<file path="config.mk">
export PLATFORM = sky130hd
export DESIGN_NAME = mdu_seq
export DESIGN_NICKNAME = d
export VERILOG_FILES = /design/src/rtl/mdu_seq.sv
export SDC_FILE = /design/constraint.sdc
export NUM_CORES = 2
export LEC_CHECK = 0
export ABC_AREA = 1
export BUFFER_PORTS_ARGS = -buffer_cell sky130_fd_sc_hd__buf_4
export CORE_MARGIN = 3
export CORE_UTILIZATION = 35
export DETAILED_ROUTE_END_ITERATION = 12
export PLACE_DENSITY = 0.55
export SKIP_LAST_GASP = 1
export SYNTH_ARGS = -nofsm -noshare
export SYNTH_HDL_FRONTEND = slang
export SYNTH_SLANG_ARGS = --single-unit
export TNS_END_PERCENT = 10
</file>
<file path="constraint.sdc">
create_clock -name clk -period 5.6 [get_ports clk]
set_clock_uncertainty 0.15 [all_clocks]
set_input_delay 0 -clock clk [delete_from_list [all_inputs] [get_ports clk]]
set_output_delay 0 -clock clk [all_outputs]
set_load 0.01 [all_outputs]
</file>
<file path="src/rtl/mdu_seq.sv">
// Iterative RV64M multiply/divide sequencer: one radix-2 shift-add or shift-subtract step per cycle,
// with sign pre/post-processing, W-form handling, divide-by-zero fast path and flush.
package common;
    typedef logic [63:0] word_t;
endpackage

package pipes;
    typedef enum logic [4:0] {
        ALU_ADD, ALU_SUB, ALU_AND, ALU_OR, ALU_XOR, ALU_SLL, ALU_SRL, ALU_SRA,
        ALU_SLT, ALU_SLTU, ALU_MUL, ALU_DIV, ALU_DIVU, ALU_REM, ALU_REMU,
        ALU_MULW, ALU_DIVW, ALU_DIVUW, ALU_REMW, ALU_REMUW
    } alufunc_t;
endpackage

module mdu_seq
    import common::*;
    import pipes::*;
(
    input  logic     clk,
    input  logic     reset,
    input  logic     in_valid,
    output logic     in_ready,
    input  alufunc_t alufunc,
    input  word_t    src1,
    input  word_t    src2,
    input  logic     flush,
    output logic     out_valid,
    input  logic     out_ready,
    output word_t    result,
    output logic     busy
);

    typedef enum logic [1:0] {IDLE, RUN, FIX, DONE} state_t;

    typedef struct packed {
        logic vld;
        logic mul;
        logic w;
        logic sgn;
        logic rem;
    } dec_t;

    state_t     state, state_n;
    dec_t       dec, dec_q;
    logic       acc_en, dv_zero, fast;
    logic       s1, s2, neg_q, neg_r;
    logic [5:0] cnt;
    word_t      op1, op2, abs1, abs2, dbz_res;
    word_t      a_q, b_q, acc_q, quo_q, res_q;
    word_t      q_fix, r_fix, sel, fix_res;
    logic [31:0] n1w, n2w;
    logic [64:0] rem_sh, diff;

    always_comb begin
        dec = '0;
        case (alufunc)
            ALU_MUL:   begin dec.vld = 1'b1; dec.mul = 1'b1; end
            ALU_DIV:   begin dec.vld = 1'b1; dec.sgn = 1'b1; end
            ALU_DIVU:  begin dec.vld = 1'b1; end
            ALU_REM:   begin dec.vld = 1'b1; dec.sgn = 1'b1; dec.rem = 1'b1; end
            ALU_REMU:  begin dec.vld = 1'b1; dec.rem = 1'b1; end
            ALU_MULW:  begin dec.vld = 1'b1; dec.mul = 1'b1; dec.w = 1'b1; end
            ALU_DIVW:  begin dec.vld = 1'b1; dec.w = 1'b1; dec.sgn = 1'b1; end
            ALU_DIVUW: begin dec.vld = 1'b1; dec.w = 1'b1; end
            ALU_REMW:  begin dec.vld = 1'b1; dec.w = 1'b1; dec.sgn = 1'b1; dec.rem = 1'b1; end
            ALU_REMUW: begin dec.vld = 1'b1; dec.w = 1'b1; dec.rem = 1'b1; end
            default:   ;
        endcase
    end

    // Operand prep: W ops narrow to 32 bits; signed divides work on magnitudes.
    always_comb begin
        op1  = dec.w ? {32'b0, src1[31:0]} : src1;
        op2  = dec.w ? {32'b0, src2[31:0]} : src2;
        s1   = dec.w ? src1[31] : src1[63];
        s2   = dec.w ? src2[31] : src2[63];
        n1w  = -src1[31:0];
        n2w  = -src2[31:0];
        abs1 = op1;
        abs2 = op2;
        if (dec.sgn && s1) abs1 = dec.w ? {32'b0, n1w} : -src1;
        if (dec.sgn && s2) abs2 = dec.w ? {32'b0, n2w} : -src2;
        dv_zero = (op2 == '0);
        if (dec.rem) dbz_res = dec.w ? {{32{src1[31]}}, src1[31:0]} : src1;
        else         dbz_res = '1;
        fast = !dec.vld || (!dec.mul && dv_zero);
    end

    assign acc_en = in_valid & in_ready & ~flush;

    // Divide step: shift next dividend bit into the partial remainder, subtract if it fits.
    assign rem_sh = {acc_q, a_q[63]};
    assign diff   = rem_sh - {1'b0, b_q};

    always_comb begin
        q_fix   = neg_q ? -quo_q : quo_q;
        r_fix   = neg_r ? -acc_q : acc_q;
        sel     = dec_q.mul ? acc_q : (dec_q.rem ? r_fix : q_fix);
        fix_res = dec_q.w ? {{32{sel[31]}}, sel[31:0]} : sel;
    end

    always_ff @(posedge clk) begin
        if (reset) state <= IDLE;
        else       state <= state_n;
    end

    always_comb begin
        state_n = state;
        case (state)
            IDLE: if (acc_en) state_n = fast ? DONE : RUN;
            RUN:  if (cnt == 6'd0) state_n = FIX;
            FIX:  state_n = DONE;
            DONE: if (out_ready) state_n = IDLE;
            default: state_n = IDLE;
        endcase
        if (flush) state_n = IDLE;
    end

    always_ff @(posedge clk) begin
        if (reset) begin
            dec_q <= '0;
            cnt   <= '0;
            neg_q <= 1'b0;
            neg_r <= 1'b0;
            a_q   <= '0;
            b_q   <= '0;
            acc_q <= '0;
            quo_q <= '0;
            res_q <= '0;
        end else if (acc_en) begin
            dec_q <= dec;
            cnt   <= dec.w ? 6'd31 : 6'd63;
            neg_q <= dec.sgn & (s1 ^ s2);
            neg_r <= dec.sgn & s1;
            acc_q <= '0;
            quo_q <= '0;
            if (dec.mul) begin
                a_q <= op1;
                b_q <= op2;
            end else begin
                // W dividends are pre-aligned so the MSB-first step always reads bit 63.
                a_q <= dec.w ? {abs1[31:0], 32'b0} : abs1;
                b_q <= abs2;
            end
            if (!dec.vld)   res_q <= '0;
            else if (fast)  res_q <= dbz_res;
        end else if (state == RUN) begin
            cnt <= cnt - 6'd1;
            a_q <= a_q << 1;
            if (dec_q.mul) begin
                if (b_q[0]) acc_q <= acc_q + a_q;
                b_q <= b_q >> 1;
            end else if (!diff[64]) begin
                acc_q <= diff[63:0];
                quo_q <= {quo_q[62:0], 1'b1};
            end else begin
                acc_q <= rem_sh[63:0];
                quo_q <= {quo_q[62:0], 1'b0};
            end
        end else if (state == FIX) begin
            res_q <= fix_res;
        end
    end

    assign in_ready  = (state == IDLE);
    assign out_valid = (state == DONE);
    assign busy      = (state != IDLE);
    assign result    = res_q;

endmodule
</file>
==> impl_metrics.csv <==
group,metric,value,unit
layout,area_growth,16.9,%
worst_setup_path,crit_path_cell_trace,"dlygate4sd3_1 -> buf_4 -> nand2_4 -> dlygate4sd3_1 -> inv_2 -> nor2_2 -> buf_4 -> nand2_1 -> a21oi_4 -> buf_12 -> o21ai_1 -> nand2_1 -> nand2_1 -> dlygate4sd3_1 -> nand3_1 -> dlygate4sd3_1 -> nand2_1 -> nand2_1 -> nand2_1 -> a21oi_1",
power,swShare,0.491,
logic_synthesis,synth_ff_type,"dfxtp_1",
sta,fin_crit_sh,0.961,
layout,final_nets,7551,
clocking,insertion_delay,650,ps
clocking,cts_buffers,43,
logic_synthesis,syn_nets,7293,
grt,grt_pass1_vias,43300,
placed_design,gp_congestion,1.07,
placed_design,portBuffers,204,
logic_synthesis,synth_edf_count,0,
sta,final.min_clock_period,5380,ps
logic_synthesis,synth.area.top_cells,"nand2_1 (22%), dfxtp_1 (18%), inv_1 (11%)",
worst_setup_path,arrival,5770,ps
logic_synthesis,yosysSeqAreaShare,0.180,
worst_setup_path,cp_common_cell,"nand2_1",
drt,routed-wl-met3,26000,um
logic_synthesis,syn_area,0.0370,mm2
logic_synthesis,synth_cells,7016,
min_path,hp-class,"input pin to flip-flop",
worst_setup_path,slowest_stage,"a21oi_4",
layout,final_util,0.415,
sta,fmax,186,MHz
layout,fill_cells,11900,
drt,wl_per_cell,25.0,um
drt,drc,0,
placed_design,hpwl,177000,um
drt,ant_nets,0,
clocking,cts_tree,"yes",
sta,hold_viol_final,0,
sta,rsz0062_at_grt,"false",
floorplan,core,0.104,mm2
worst_setup_path,cp_max_fo,43,
worst_setup_path,end_kind,"flip-flop",
logic_synthesis,yosys_warnings,0,
drt,vias_per_cell,5.61,
clocking,path_clk_slew,60,ps
power,switchingPower,5890,uW
grt,gr-total-overflow,0,
grt,grt_use_total,0.374,
grt,antenna_found_initial,22,
power,clock_power_share,0.257,
logic_synthesis,yosysTopAreaCell,"nand2_1",
sta,setup_ws,219,ps
floorplan,num_rows,118,
clocking,post_cts.repair.setup_buffers,0,
floorplan,ios,205,
drt,first_pass_iters,7,
layout,drive_gt1_frac,0.0560,
clocking,numClockSinks,333,
logic_synthesis,avgSynthCellArea,5.28,um2
flow_run,max_cap_violations,0,
drt,drt_iter0_markers,6810,
power,power_density,277,mW/mm2
sta,worstMarginPinSlew,1260,ps
drt,drt_wl_total,217000,um
drt,wl_met2,91500,um
sta,drv_slew,0,
sta,fin_tns_setup,0,ps
worst_setup_path,worstPathRequired,5990,ps
floorplan,fp.dieW,331,um
power,power.internal,6100,uW
power,peakVddDrop,254,uV
sta,setup_viol,0,
clocking,h-tree-depth,2,
placed_design,post-place-ws,1590,ps
logic_synthesis,yosysTopAreaCellShare,0.217,
floorplan,die_area,0.110,mm2
clocking,cts.root.buffer_cell,"clkbuf_16",
clocking,cts_resized,0,
clocking,cts_buffer_depth,3,
floorplan,die_h,331,um
power,power_frac_seq,0.233,
worst_setup_path,critPathKind,"input pin to flip-flop",
logic_synthesis,synth-seq-cells,333,
logic_synthesis,async_flop_share,0,
sta,timing.slew.headroom,0.161,
grt,grt_pass1_wl,305000,um
worst_setup_path,crit_path_max_incr_delay,740,ps
drt,wl_met1,90000,um
floorplan,start_util,0.355,
logic_synthesis,ys_types,54,
grt,grt_start_max_net_pins,127,
drt,vias,48800,
power,cellLeakagePower,0.0218,uW
worst_setup_path,cp-start-kind,"input pin",
outcome,run_status,"complete, no violations",
drt,top_layer_used,"met5",
power,combPwrFrac,0.510,
[final timing paths]
| kind | from | end | slack, ps | cells after the start |
|---|---|---|---|---|
| setup / recovery | alufunc[4] | a_q[53] | 220 | 20 |
| hold / removal | src2[1] | b_q[1] | 40 | 7 |
| setup reg to reg | state[0] | b_q[59] | 1270 | 14 |
| hold reg to reg | b_q[7] | b_q[7] | 310 | 2 |
[layout make-up]
| class | instances | area, um2 | share of cell area |
|---|---|---|---|
| diodes | 11 | 27.5 | 0.000636 |
| clock buffers | 59 | 1250 | 0.0288 |
| clock inverters | 20 | 287 | 0.00662 |
| inverters | 1096 | 4120 | 0.0952 |
| multi-input cells | 5340 | 25200 | 0.583 |
| flip-flops and latches | 333 | 6670 | 0.154 |
| well taps | 1380 | 1730 | 0.0399 |
| repair buffers | 460 | 3960 | 0.0915 |
[flip-flops by register name (all words and copies together), names as in the netlist]
| register | cells |
|---|---|
| a_q | 64 |
| acc_q | 64 |
| b_q | 64 |
| quo_q | 64 |
| result | 64 |
| cnt | 6 |
| dec_q | 3 |
| state | 2 |
| neg_q | 1 |
| neg_r | 1 |
[cells in the final DEF (no fill, tap or decap), drive strengths merged, types with 101 or more instances in the layout]
cell,Yosys,layout
nand3,588,588
nand4,105,105
o21ai,608,608
inv,1092,1093
nand2,2139,2139
nor2,808,808
dfxtp,333,333
a21oi,521,521
buf,71,273
ha,137,137
nor3,101,101
dlygate4sd3,0,187
[cell usage after synthesis, drive strengths merged, types with 4 or more instances]
library cell	count
a21boi	7
a21oi	521
a31oi	51
and2	7
and3	6
buf	71
clkbuf	176
clkinv	4
dfxtp	333
ha	137
inv	1092
nand2	2139
nand3	588
nand3b	19
nand4	105
nor2	808
nor3	101
nor4	16
o211ai	47
o21a	12
o21ai	608
o21bai	11
o221ai	12
o22ai	17
o31ai	5
or2	11
xnor2	25
xor2	73
[critical path, delay by kind of cell]
family / cells / cell delay, ps
compound gates: 3 / 1140
simple gates: 9 / 1230
buf+inv: 8 / 3380
[per-layer routing]
layer / vias to the layer above / track usage
li1: 23000 / -
met1: 22600 / 0.502
met2: 2664 / 0.562
met3: 524 / 0.108
met4: 8 / 0.147
met5: - / 0
[cell families after synthesis]
family | share of synthesized area
and+or+nand+nor | 0.423
DFF | 0.180
buffers and inverters | 0.140
AOI/OAI and AO/OA | 0.186
xor gates and xnor gates | 0.0232
adders and majority gates | 0.0474
[through the flow]
step           hold slack [ps]  std cells  area, um2  power (uW)
3_3_place_gp               135       8422      39800        8620
6_report                  40.3       8699      43300       12000
3_5_place_dp               139       8422      39800        8620
5_1_grt                   88.0       8688      43200       12600
2_1_floorplan             13.1       7016      37000        6430
4_1_cts                  0.459       8688      43200       11800
[timing repair]
item	in CTS	in global routing
endpoints found under the setup margin	0	0
hold buffers	187	0
endpoints found under the hold margin	193	0
[power groups by stage]
stage / combinational, uW / sequential [uW] / clock (uW)
2_1_floorplan: 3710 / 2720 / 0
3_3_place_gp: 5790 / 2830 / 0
3_5_place_dp: 5790 / 2830 / 0
4_1_cts: 5920 / 2780 / 3100
5_1_grt: 6590 / 2790 / 3190
6_report: 6110 / 2800 / 3080
(Power assumes the default switching activity.)
